==> src/rtl/sp_pkg.sv <==
// Shared encodings and field positions for the ADC sampling path.
package sp_pkg;
  localparam logic [2:0] S_IDLE = 3'd0;
  localparam logic [2:0] S_REQ  = 3'd1;
  localparam logic [2:0] S_WAIT = 3'd2;
  localparam logic [2:0] S_ACC  = 3'd3;
  localparam logic [2:0] S_OUT  = 3'd4;

  localparam int ADC_MSB = 15;
  localparam int ADC_LSB = 6;
  localparam int ADC_W   = 10;

  // Sample counter needs at least one bit even when no averaging is done.
  function automatic int cnt_width(input int avg_log2);
    return (avg_log2 < 1) ? 1 : avg_log2;
  endfunction
endpackage

==> src/rtl/sample_accumulator.sv <==
// Running sum of 2^AVG_LOG2 conversions with terminal-count flag and averaged output.
module sample_accumulator
  import sp_pkg::*;
#(
  parameter int AVG_LOG2 = 2
) (
  input  logic             i_clk,
  input  logic             i_rst,
  input  logic             i_add,
  input  logic             i_clear,
  input  logic [ADC_W-1:0] i_sample,
  output logic             o_last,
  output logic [ADC_W-1:0] o_avg
);
  localparam int ACC_W = ADC_W + AVG_LOG2;
  localparam int CNT_W = cnt_width(AVG_LOG2);
  localparam logic [CNT_W-1:0] LAST_CNT = CNT_W'((1 << AVG_LOG2) - 1);

  logic [ACC_W-1:0] r_acc;
  logic [CNT_W-1:0] r_cnt;

  always_ff @(posedge i_clk or posedge i_rst) begin
    if (i_rst) begin
      r_acc <= '0;
      r_cnt <= '0;
    end else if (i_clear) begin
      r_acc <= '0;
      r_cnt <= '0;
    end else if (i_add) begin
      r_acc <= r_acc + ACC_W'(i_sample);
      r_cnt <= r_cnt + CNT_W'(1);
    end
  end

  assign o_last = (r_cnt == LAST_CNT);
  // Dropping the low AVG_LOG2 bits is the truncating divide.
  assign o_avg  = r_acc[ACC_W-1:AVG_LOG2];
endmodule

==> src/rtl/adc_sampler.sv <==
// DRP read sequencer for the panel-voltage ADC: one read per EOC, averaged output.
module adc_sampler
  import sp_pkg::*;
#(
  parameter int         AVG_LOG2 = 2,
  parameter logic [6:0] CHANNEL  = 7'h03,
  parameter int         TIMEOUT  = 16
) (
  input  logic             CLK,
  input  logic             RESET,
  input  logic             EOC,
  input  logic             DRDY,
  input  logic [15:0]      DO,
  output logic             DEN,
  output logic [6:0]       DADDR,
  output logic [ADC_W-1:0] V_AVG,
  output logic             V_VALID,
  output logic             TOUT,
  output logic             OVR
);
  localparam int TC_W = $clog2(TIMEOUT);
  localparam logic [TC_W-1:0] TC_LAST = TC_W'(TIMEOUT - 1);

  logic [2:0]       r_state;
  logic [TC_W-1:0]  r_tcnt;
  logic [ADC_W-1:0] r_sample;
  logic             w_last;
  logic [ADC_W-1:0] w_avg;
  logic             w_unused_lsb;

  assign DADDR        = CHANNEL;
  assign w_unused_lsb = ^DO[ADC_LSB-1:0];

  sample_accumulator #(.AVG_LOG2(AVG_LOG2)) u_acc (
    .i_clk    (CLK),
    .i_rst    (RESET),
    .i_add    (r_state == S_ACC),
    .i_clear  (r_state == S_OUT),
    .i_sample (r_sample),
    .o_last   (w_last),
    .o_avg    (w_avg)
  );

  always_ff @(posedge CLK or posedge RESET) begin
    if (RESET) begin
      r_state  <= S_IDLE;
      r_tcnt   <= '0;
      r_sample <= '0;
      DEN      <= 1'b0;
      V_AVG    <= '0;
      V_VALID  <= 1'b0;
      TOUT     <= 1'b0;
      OVR      <= 1'b0;
    end else begin
      DEN     <= 1'b0;
      V_VALID <= 1'b0;
      TOUT    <= 1'b0;
      // A conversion arriving while a read is in flight is lost; remember it.
      if (EOC && r_state != S_IDLE) OVR <= 1'b1;
      case (r_state)
        S_IDLE: if (EOC) begin
          r_state <= S_REQ;
          DEN     <= 1'b1;
        end
        S_REQ: begin
          r_state <= S_WAIT;
          r_tcnt  <= '0;
        end
        S_WAIT: begin
          if (DRDY) begin
            r_sample <= DO[ADC_MSB:ADC_LSB];
            r_state  <= S_ACC;
          end else if (r_tcnt == TC_LAST) begin
            r_state <= S_IDLE;
            TOUT    <= 1'b1;
          end else begin
            r_tcnt <= r_tcnt + TC_W'(1);
          end
        end
        S_ACC: r_state <= w_last ? S_OUT : S_IDLE;
        S_OUT: begin
          V_AVG   <= w_avg;
          V_VALID <= 1'b1;
          r_state <= S_IDLE;
        end
        default: r_state <= S_IDLE;
      endcase
    end
  end
endmodule

==> config.mk <==
export PLATFORM = sky130hd
export DESIGN_NAME = adc_sampler
export DESIGN_NICKNAME = d
export VERILOG_FILES = /design/src/rtl/sp_pkg.sv /design/src/rtl/sample_accumulator.sv /design/src/rtl/adc_sampler.sv
export SDC_FILE = /design/constraint.sdc
export NUM_CORES = 1
export LEC_CHECK = 0
export BUFFER_PORTS_ARGS = -buffer_cell sky130_fd_sc_hd__buf_2
export CORE_MARGIN = 5
export CORE_UTILIZATION = 35
export CTS_CLUSTER_SIZE = 30
export DETAILED_ROUTE_END_ITERATION = 8
export GPL_TIMING_DRIVEN = 0
export PLACE_DENSITY = 0.61
export REMOVE_ABC_BUFFERS = 1
export SYNTH_ARGS = -nofsm -noshare
export SYNTH_HDL_FRONTEND = slang
export SYNTH_SLANG_ARGS = --single-unit
==> constraint.sdc <==
create_clock -name CLK -period 2 [get_ports CLK]
set_input_delay 0.1 -clock CLK [delete_from_list [all_inputs] [get_ports CLK]]
set_output_delay 0.1 -clock CLK [all_outputs]
set_load 0.02 [all_outputs]
**Word-level counts from Yosys, hierarchy flattened**

Index checks and enable logic that the tools add are counted.

- Add/sub/neg operators: 3
- Equal/unequal tests: 10
- Multiplexer cells: 18
- Reductions and logical operators: 8

Operators by type and width:

| kind | count |
|---|---|
| 2-to-1 mux 12 bit | 2 |
| adder 12 x 10 -> 12 bit | 1 |
| 2-to-1 mux 3 bit | 4 |
| one-hot mux 3 bit (4 select lines) | 1 |
| 2-to-1 mux 4 bit | 2 |
| one-hot mux 4 bit (2 select lines) | 1 |
| equality test 3 x 2 -> 1 bit (second input constant) | 2 |
| 2-to-1 mux 1 bit | 6 |
| != test 2 bit (second input constant) | 3 |
| adder 4 x 1 -> 4 bit (second input constant) | 1 |
| equality test 4 bit (second input constant) | 1 |
| 2-to-1 mux 2 bit | 2 |
| AND reduction 2 bit | 2 |
| nonzero test 2 bit | 2 |
| equality test 3 x 1 -> 1 bit (second input constant) | 1 |
| equality test 3 bit (second input constant) | 1 |
| zero test 3 bit | 1 |
| != test 3 bit (second input constant) | 1 |
| AND reduction 3 bit | 1 |
| nonzero test 3 bit | 1 |
| adder 2 x 1 -> 2 bit (second input constant) | 1 |
| equality test 2 bit (second input constant) | 1 |
| logical AND 1 bit | 1 |

- Bits in registers: 45
- Input bits: 20
- Output and inout port bits: 21
- Logic and storage cells: 49

**Longest topological paths before layout**

Gate-level depths: netlist (run 1).

- Word-level depth: 4
- Gate-level depth with buffers: 8

**Hierarchy**

From an unflattened synthesis (run 1), not the netlist that was laid out.

- Cell total of the unflattened synthesis: 222
- Area, all modules: 2474.9 um^2

By module, submodules not included:

| module | instances | cells each | area an instance (um^2) |
|---|---|---|---|
| adc_sampler | 1 | 94 | 1321.3 |
| sample_accumulator | 1 | 128 | 1153.6 |

**Worst setup path before layout (run 1)**

No wires, ideal clock.

- Kind: reg2reg
- From: register r_sample[0]
- To: register u_acc.r_acc[6]
- Library setup time: 122 ps
- Arrival time: 1728 ps
- Slack: 151 ps
- Cell stages (with the launch flop): 9
- Buffers on the path: 0
- Clock period less this slack: 1849 ps
- Path through: dfrtp_1 ha_1 inv_1 fa_1 nand2b_1 a21oi_1 o21a_1 o21ai_0 a32o_1

- Cells in the longest elaborated chain, start to end: 3

Ends and longest elaborated chain:

| element | RTL line | RTL |
|---|---|---|
| from (decl) | adc_sampler.sv:26 | `logic [ADC_W-1:0] r_sample;` |
| from (signal assigned) | adc_sampler.sv:71 | `r_sample <= DO[ADC_MSB:ADC_LSB];` |
| adder 12 x 10 -> 12 bit | sample_accumulator.sv:30 | `r_acc <= r_acc + ACC_W'(i_sample);` |
| 2-to-1 mux 12 bit | sample_accumulator.sv:29 | `end else if (i_add) begin` |
| 2-to-1 mux 12 bit | sample_accumulator.sv:26 | `end else if (i_clear) begin` |
| to (signal assigned) | sample_accumulator.sv:30 |  |
| to (decl) | sample_accumulator.sv:19 | `logic [ACC_W-1:0] r_acc;` |

Every way passes these cells. The select of a mux whose other input is x is not followed.
A chain may end at the register's enable or synchronous reset.

**Worst setup path after layout (run 1)**

- From: register u_acc.r_acc[3]
- To: register u_acc.r_acc[6]

- Cells in the longest elaborated chain, start to end: 3

Ends and longest elaborated chain:

| element | RTL line |
|---|---|
| adder 12 x 10 -> 12 bit | sample_accumulator.sv:30 |
| 2-to-1 mux 12 bit | sample_accumulator.sv:29 |
| 2-to-1 mux 12 bit | sample_accumulator.sv:26 |

Every way passes these cells. The select of a mux whose other input is x is not followed.

==> flow_metrics.py, run 1 <==
metrics = {
    "synth": {
        "async_flop_share_pct": 100,
        "seq_area_frac_synth_pct": 46.5,
        "syn_inst": 249,
        "synth_seq_cells": 45,
        "yosys_warnings": 0,
        "synth_cell_types": 47,
        "synth.area.top_cells": "dfrtp_1 46%, nand2_1 8.4%, ha_1 6.2%",
        "yosys.area.top_type": "dfrtp_1",
        "synthFlopType": "dfrtp_1",
        "synth_area_mm2": 0.00242,
        "synth_top_area_share_pct": 46.5,
        "syn_avg_cell_area_um2": 9.73,
        "synth_edf_count": 0,
    },
    "power_and_ir_drop": {
        "power_switching_uw": 1740,
        "seqPwrFrac_pct": 37.0,
        "combPwrFrac_pct": 49.2,
        "ir_worst_vdd_v": 0.000457,
        "p_leak_uw": 0.00136,
        "p_per_area_mw_per_mm2": 1530,
        "p_sw_share_pct": 41.6,
        "power_frac_clock_pct": 13.8,
        "cellInternalPower_uw": 2440,
    },
    "timing": {
        "post-route-period-util_pct": 96.6,
        "slew_headroom_pct": 64.6,
        "final-setup-viol-count": 0,
        "setup_tns_ns": 0,
        "worstMarginPinSlew_ns": 0.531,
        "hold_viol_final": 0,
        "fmax_mhz": 518,
        "clock_skew_ns": 0.00523,
        "min_period_ns": 1.93,
        "finalMaxSlewViolations": 0,
    },
    "final_layout": {
        "layout_commonest_cell": "nand2_1",
        "final_cell_mix": "53 x nand2_1, 43 x dfrtp_1, 27 x buf_2, 18 x o21ai_0",
        "final_cells": 355,
        "multi_input_area_mm2": 0.00120,
        "fillers": 676,
        "fin_nets": 308,
        "layout-drive-gt1-share_pct": 22.2,
        "antennaDiodeCount": 0,
        "regArea_mm2": 0.00113,
        "final_util_pct": 40.3,
        "design_area_mm2": 0.00272,
        "area_growth_pct": 12.3,
    },
    "clock_tree": {
        "cts_buffers": 5,
        "htreeDepth": 2,
        "clkSinkCount": 45,
        "cts_tree": "done",
        "worstSkewPairLatency_ns": 0.30,
        "cts_max_path_buffers": 2,
        "cts_root_buf": "clkbuf_8",
        "clk_pin_slew_worst_paths_ns": 0.08,
    },
    "outcome": {
        "outcome": "completed",
    },
    "global_route": {
        "grt_overflow_total": 0,
        "grt_pass1_wl_um": 8000,
        "antenna_found_initial": 0,
        "grt_max_degree": 27,
        "grtUsageTotal_pct": 11.6,
        "first_global_vias": 1690,
    },
    "run": {
        "maxCapViolCount": 0,
    },
    "worst_hold_path": {
        "worstHoldPathType": "input pin to register",
    },
    "drt": {
        "dr_wl_met2_um": 2220,
        "drcViolationCount": 0,
        "drt-initial-drc-count": 77,
        "vias": 1786,
        "wirelength_um": 4790,
        "drtPass1Iterations": 4,
        "wl_per_cell_um": 13.5,
        "drtAntennaViolNets": 0,
        "top_layer": "met4",
        "wl_met1_um": 2320,
        "via_per_inst": 5.03,
        "wl_met3_um": 165,
    },
    "worst_setup_path": {
        "worst_setup_path_start_kind": "register",
        "crit_chain": "ha_1 > o21ai_1 > a21oi_4 > o21a_1 > or3_1 > a32o_1",
        "worst-path-buf-inv": 0,
        "path_max_fanout": 6,
        "worst-endpoint-required_ns": 2.19,
        "slowest_stage": "dfrtp_1",
        "critPathArrivalTime_ns": 2.12,
        "critPathTopFamily": "compound AO/OA/AOI/OAI gates",
        "worst_setup_path_end_kind": "register",
        "crit_type": "register to register",
        "critPathMaxStageDelay_ns": 0.42,
    },
    "die": {
        "start_util_pct": 35.9,
        "die_w_um": 93.2,
        "die-height_um": 93.2,
        "coreArea_mm2": 0.00676,
        "io_pins": 41,
        "die-area_mm2": 0.00868,
        "rows": 30,
    },
    "placement": {
        "place_inst": 345,
        "numPortBuffers": 27,
        "dp_hpwl_um": 3370,
        "place_area_mm2": 0.00257,
        "gp_congestion": 0.786,
    },
}
==> per-layer routing <==
layer	global-route usage, %	vias to the layer above
li1	-	901
met1	15.8	842
met5	0	-
met4	4.40	0
met3	2.25	8
met2	18.3	35
==> layout make-up <==
cell class | count | share of cell area, %
clock buffers | 7 | 3.17
inverters | 5 | 0.828
multi-input cells | 187 | 44.2
flip-flops and latches | 45 | 41.5
well taps | 80 | 3.68
repair buffers | 31 | 6.62
==> state kept, by name, summed over array words and instances, names as in the netlist <==
signal	cells
OVR	1
V_AVG	10
DEN	1
TOUT	1
u_acc.r_acc	12
u_acc.r_cnt	2
r_state	3
r_sample	10
V_VALID	1
r_tcnt	4
==> synthesized netlist by cell type (all sizes together) (2+ instances only) <==
cell type,count
a21oi,14
a22o,3
a31oi,2
a32o,2
and3,2
and4,2
buf,16
conb,2
dfrtp,45
ha,12
inv,5
mux2,9
mux2i,4
nand2,54
nand2b,5
nand3,3
nand3b,3
nor2,14
nor3,5
o21a,2
o21ai,20
o31ai,2
xor2,3
==> metrics by stage <==
| stage | worst slack, ns | hold slack [ns] | power (uW) |
|---|---|---|---|
| 2_1_floorplan | 0.150 | 0.173 | 3060 |
| 3_3_place_gp | -0.567 | 0.318 | 3450 |
| 3_5_place_dp | -0.566 | 0.134 | 3510 |
| 4_1_cts | 0.0157 | 0.00687 | 4130 |
| 5_1_grt | -0.00782 | 0.0237 | 4570 |
| 6_report | 0.0680 | 0.0145 | 4170 |
==> worst min-delay path, stage by stage <==
cell and delay, ns:
buf_2 0.08, nand2_1 0.04, o21ai_0 0.06
==> kinds of logic after synthesis <==
| family | share of synthesized area (%) |
|---|---|
| xor+xnor | 1.45 |
| compound gates | 13.2 |
| fa+ha+maj | 7.02 |
| flops | 46.5 |
| buf+inv | 6.04 |
| simple gates | 19.6 |
| mux | 5.84 |
| other cells | 0.310 |
==> power by group through the flow <==
| stage | clock network, uW | registers, uW | logic, uW |
|---|---|---|---|
| CTS | 605 | 1540 | 1990 |
| detailed placement | 0 | 1560 | 1960 |
| global placement | 0 | 1550 | 1910 |
| global route | 634 | 1600 | 2340 |
| finish | 575 | 1540 | 2050 |
| floorplan | 0 | 1570 | 1490 |
==> final timing paths <==
kind / from / to / slack [ns] / depth (start not counted)
worst max-delay path: u_acc.r_acc[3] / u_acc.r_acc[6] / 0.07 / 6
worst min-delay path: DO[7] / r_sample[1] / 0.01 / 3
worst max register to register: u_acc.r_acc[3] / u_acc.r_acc[6] / 0.07 / 6
worst min register to register: V_AVG[9] / V_AVG[9] / 0.47 / 2
max in group asynchronous: RESET / r_state[0] / 1.15 / 4
min in group asynchronous: RESET / u_acc.r_acc[5] / 0.35 / 3
==> what timing repair did <==
| action | 4_1_cts | 5_1_grt |
|---|---|---|
| buffers inserted | 0 | 2 |
| pin swaps | 0 | 2 |
| gates resized for setup | 4 | 10 |
| setup endpoints to repair | 11 | 24 |
| endpoints found under the hold margin | 19 | 0 |
| gates cloned | 0 | 0 |
| hold buffers | 1 | 0 |
Note: power is estimated with default switching activity, not from simulation.
==> inputs of run 2 (changes only) <==
- SETUP_SLACK_MARGIN: not set -> 0.15
==> run 2 against run 1 <==
Compared with the run above:
- maximum frequency up 3.8%
- final area up 5.8%
- critical path type unchanged
- largest cell class unchanged
- clock skew decreased by 0.0021 ns
- sequential share of layout area decreased by 2.2 points
- setup slack improved by 0.071 ns
==> flow_metrics.py, run 2 (same netlist as run 1, synthesis figures left out) <==
metrics = {
    "outcome": {
        "outcome": "completed",
    },
    "final_layout": {
        "largest_register_ffs": 12,
        "antennaDiodeCount": 0,
        "final_cell_mix": "52 x nand2_1, 42 x dfrtp_1, 27 x buf_2, 15 x o21ai_0, 13 x nor2_1",
        "fillers": 663,
        "reg_top3": "u_acc.r_acc x12, V_AVG x10, r_sample x10",
        "fin_nets": 314,
        "layout_commonest_cell": "nand2_1",
        "top_register": "u_acc.r_acc",
        "final_cells": 361,
        "area_growth_pct": 18.9,
        "final_util_pct": 42.6,
        "layout-drive-gt1-share_pct": 29.9,
    },
    "worst_setup_path": {
        "slowest_stage": "dfrtp_1",
        "path_max_fanout": 2,
        "worst_setup_path_end_kind": "register",
        "critPathMaxStageDelay_ns": 0.39,
        "rrSetupSlack_ns": 0.14,
        "worst-endpoint-required_ns": 2.19,
        "critPathTopFamily": "compound AO/OA/AOI/OAI gates",
        "reg2reg_from": "r_sample[0]",
        "critPathArrivalTime_ns": 2.05,
        "r2r_end": "u_acc.r_acc[6]",
        "worst-path-buf-inv": 1,
        "r2r_cells": 8,
        "crit_chain": "ha_2 > inv_2 > fa_2 > nand2b_4 > a21oi_4 > o21a_1 > or3_1 > a32o_1",
        "crit_type": "register to register",
        "worst_setup_path_start_kind": "register",
    },
    "power_and_ir_drop": {
        "p_per_area_mw_per_mm2": 1610,
        "p_leak_uw": 0.00139,
        "ir_worst_vdd_v": 0.000684,
    },
    "timing": {
        "setup_tns_ns": 0,
        "hold_viol_final": 0,
        "min_period_ns": 1.86,
        "final-setup-viol-count": 0,
        "fmax_mhz": 537,
        "finalMaxSlewViolations": 0,
        "rsz0062_at_grt": "yes",
        "post-route-period-util_pct": 93.0,
        "clock_skew_ns": 0.00309,
        "postLayoutSetupSlackWorst_ns": 0.139,
    },
    "global_route": {
        "grtUsageTotal_pct": 12.2,
        "antenna_found_initial": 0,
        "first_global_vias": 1785,
        "grt_max_degree": 27,
        "grt_overflow_total": 0,
        "grt_pass1_wl_um": 8420,
    },
    "drt": {
        "wirelength_um": 5130,
        "drtPass1Iterations": 4,
        "drt-initial-drc-count": 102,
        "vias": 1819,
        "drcViolationCount": 0,
        "drtAntennaViolNets": 0,
        "wl_per_cell_um": 14.2,
        "via_per_inst": 5.04,
    },
    "die": {
        "die-area_mm2": 0.00868,
        "start_util_pct": 35.9,
        "coreArea_mm2": 0.00676,
        "rows": 30,
        "die-height_um": 93.2,
        "io_pins": 41,
        "die_w_um": 93.2,
    },
    "worst_hold_path": {
        "hp-start": "DO[7]",
        "hold_path_end": "r_sample[1]",
        "hold_depth": 3,
        "worstHoldPathType": "input pin to register",
    },
    "clock_tree": {
        "clk_pin_slew_worst_paths_ns": 0.08,
        "cts_tree": "done",
        "clkSinkCount": 45,
        "cts_buffers": 5,
        "cts_root_buf": "clkbuf_8",
        "worstSkewPairLatency_ns": 0.30,
        "htreeDepth": 2,
        "cts_max_path_buffers": 2,
    },
    "placement": {
        "dpl_worst_slack_ns": -0.566,
        "numPortBuffers": 27,
        "gp_congestion": 0.786,
        "dp_hpwl_um": 3370,
        "place_inst": 345,
    },
    "run": {
        "maxCapViolCount": 0,
    },
}
==> run 2: routing by layer <==
metal	up-vias	share of wire, %	GRT usage [%]
li1	910	-	-
met1	861	48	16.5
met2	40	47	19.4
met3	8	3.4	2.25
met4	0	1.6	4.76
met5	-	0	0
==> run 2: per-stage QoR <==
step | hold slack (ns) | power, uW | instance area [um^2]
final | 0.0135 | 4650 | 2880
after global routing | 0.0237 | 5060 | 2880
after CTS | 0.00687 | 4300 | 2760
after detailed placement | 0.134 | 3510 | 2570
after global placement | 0.318 | 3450 | 2550
after floorplan | 0.173 | 3060 | 2310
==> run 2: cell type report <==
class / instances / area, um^2 / area share (%)
inverters: 5 / 22.5 / 0.782
clock buffers: 7 / 86.3 / 3.00
repair buffers: 37 / 229 / 7.95
well taps: 80 / 100 / 3.48
multi-input cells: 187 / 1310 / 45.5
flip-flops and latches: 45 / 1130 / 39.2
==> run 2: how the worst max path moves through the flow <==
stage,start,endpoint,slack (ns),cells past startpoint
after floorplan,r_sample[0],u_acc.r_acc[6],0.15,8
after global placement,r_state[1],u_acc.r_acc[4],-0.57,5
after detailed placement,r_state[1],u_acc.r_acc[9],-0.57,6
after CTS,u_acc.r_acc[0],u_acc.r_acc[6],0.14,8
after global routing,r_sample[0],u_acc.r_acc[6],0.06,8
final,r_sample[0],u_acc.r_acc[6],0.14,8
==> run 2: worst min-delay path, stage by stage <==
cell and delay, ns:
buf_2 0.08, nand2_1 0.04, o21ai_0 0.06
==> run 2: report_power, final <==
group          internal, uW  total [uW]  leakage (uW)  switching [uW]
Clock                   275         580     0.0000443             305
Sequential             1260        1590      0.000570             332
Combinational          1170        2480      0.000772            1310
Total                  2700        4650       0.00139            1950
==> run 2: timing repair <==
| item | in CTS | in global routing |
|---|---|---|
| pin swaps | 4 | 5 |
| hold endpoints to repair | 19 | 0 |
| setup buffers | 5 | 3 |
| gates resized for setup | 18 | 22 |
| hold buffers | 1 | 0 |
| setup endpoints to repair | 31 | 25 |
| gates cloned | 0 | 0 |
==> inputs of run 3 (changes only) <==
- HOLD_SLACK_MARGIN: not set -> 0.08
==> run 3 against run 2 <==
Compared with the run above:
- critical path depth stayed put
- hold slack better by 0.34 ns
- final area up 4.2%
- sequential share of layout area is 1.6 points lower
- critical path type unchanged
- largest cell class unchanged
==> flow_metrics.py, run 3 (same netlist as run 1, synthesis figures left out) <==
metrics = {
    "outcome": {
        "outcome": "completed",
    },
    "worst_setup_path": {
        "slowest_stage": "dfrtp_1",
        "crit_chain": "ha_2 > inv_2 > fa_2 > nand2b_4 > a21oi_4 > o21a_1 > or3_1 > a32o_1",
        "rrSetupSlack_ns": 0.14,
        "worst_setup_path_start_kind": "register",
        "critPathArrivalTime_ns": 2.05,
        "critPathMaxStageDelay_ns": 0.39,
        "path_max_fanout": 2,
        "crit_type": "register to register",
        "critPathTopFamily": "compound AO/OA/AOI/OAI gates",
        "worst-path-buf-inv": 1,
        "worst_setup_path_end_kind": "register",
        "worst-endpoint-required_ns": 2.19,
    },
    "global_route": {
        "grt_pass1_wl_um": 8510,
        "grtUsageTotal_pct": 12.3,
        "first_global_vias": 1817,
        "antenna_found_initial": 0,
        "grt_overflow_total": 0,
        "grt_max_degree": 27,
    },
    "drt": {
        "drt-initial-drc-count": 95,
        "drtPass1Iterations": 6,
        "drcViolationCount": 0,
        "wirelength_um": 5170,
        "vias": 1859,
        "drtAntennaViolNets": 0,
        "wl_per_cell_um": 13.9,
        "via_per_inst": 4.98,
    },
    "worst_hold_path": {
        "worstHoldPathType": "input pin to asynchronous set/reset pin",
    },
    "clock_tree": {
        "cts_root_buf": "clkbuf_8",
        "clkSinkCount": 45,
        "cts_max_path_buffers": 2,
        "cts_buffers": 5,
        "htreeDepth": 2,
        "worstSkewPairLatency_ns": 0.30,
        "clk_pin_slew_worst_paths_ns": 0.08,
        "cts_tree": "done",
    },
    "run": {
        "maxCapViolCount": 0,
    },
    "die": {
        "die-height_um": 93.2,
        "die_w_um": 93.2,
        "coreArea_mm2": 0.00676,
        "rows": 30,
        "die-area_mm2": 0.00868,
        "io_pins": 41,
        "start_util_pct": 35.9,
    },
    "final_layout": {
        "antennaDiodeCount": 0,
        "largest_register_ffs": 12,
        "reg_top3": "u_acc.r_acc x12, V_AVG x10, r_sample x10",
        "final_cell_mix": "52 x nand2_1, 42 x dfrtp_1, 27 x buf_2, 15 x o21ai_0",
        "area_growth_pct": 23.8,
        "fin_nets": 326,
        "top_register": "u_acc.r_acc",
        "layout_commonest_cell": "nand2_1",
        "layout-drive-gt1-share_pct": 28.7,
    },
    "placement": {
        "numPortBuffers": 27,
        "dp_hpwl_um": 3370,
        "gp_congestion": 0.786,
    },
    "power_and_ir_drop": {
        "combPwrFrac_pct": 53.5,
        "cellInternalPower_uw": 2710,
        "power_switching_uw": 1950,
        "power_frac_clock_pct": 12.4,
        "seqPwrFrac_pct": 34.0,
        "p_per_area_mw_per_mm2": 1550,
        "p_sw_share_pct": 41.8,
        "finalPower_uw": 4660,
        "p_leak_uw": 0.00144,
        "ir_worst_vdd_v": 0.000684,
    },
    "timing": {
        "rsz0062_at_grt": "yes",
        "final-setup-viol-count": 0,
        "fmax_mhz": 539,
        "finalMaxSlewViolations": 0,
        "min_period_ns": 1.86,
        "hold_viol_final": 0,
        "clock_skew_ns": 0.00414,
        "setup_tns_ns": 0,
        "post-route-period-util_pct": 92.8,
        "holdWs_ns": 0.351,
    },
}
## run 3: changes by cell type in the layout (fill, tap and decap cells not counted), sizes merged
cell / before / now
dlygate4sd3: 1 / 13
## run 3: layout make-up
type / instances / area [um^2]
Fill cell: 656 / 3760
Multi-Input combinational cell: 187 / 1310
Timing Repair Buffer: 49 / 349
Sequential cell: 45 / 1130
Clock buffer: 7 / 86.3
Tap cell: 80 / 100
Inverter: 5 / 22.5
## run 3: routing by layer
| metal | GRT usage, % | routed length (um) | share of wire, % |
|---|---|---|---|
| met5 | 0 | 0 | 0 |
| met2 | 19.6 | 2450 | 47 |
| met4 | 4.76 | 80 | 1.5 |
| met3 | 2.17 | 182 | 3.5 |
| met1 | 16.7 | 2460 | 48 |
## run 3: power by group through the flow
stage          Sequential, uW  Combinational [uW]  Clock, uW
3_5_place_dp             1560                1960          0
5_1_grt                  1640                2800        634
6_report                 1590                2500        579
4_1_cts                  1560                2160        605
2_1_floorplan            1570                1490          0
3_3_place_gp             1550                1910          0
## run 3: through the flow
step	std cells	util [%]	cell area (um^2)	setup slack (ns)
after CTS	370	42.6	2880	0.143
after global routing	373	44.4	3000	0.0642
after floorplan	237	-	2310	0.150
final	373	44.4	3000	0.144
after detailed placement	345	38.0	2570	-0.566
after global placement	344	37.7	2550	-0.567
## run 3: path summary, 6_finish.rpt
kind	end	cells past startpoint	start
worst max-delay path	u_acc.r_acc[6]	8	r_sample[0]
worst max register to register	u_acc.r_acc[6]	8	r_sample[0]
min in group CLK	V_AVG[9]	2	V_AVG[9]
worst min register to register	V_AVG[9]	2	V_AVG[9]
worst min-delay path	V_AVG[3]	3	RESET
max in group asynchronous	r_state[2]	4	RESET
## run 3: tightest hold or removal path, cell delays in order
cell           delay (ns)
dlygate4sd3_1        0.53
buf_2                0.12
inv_2                0.34
## run 3: repair_timing
item                       CTS  global route
cloned                       0             0
setup endpoints to repair   31            25
buffers inserted             5             3
pin swaps                    4             5
hold endpoints to repair    32             0
hold buffers                13             0
resized for setup           18            22
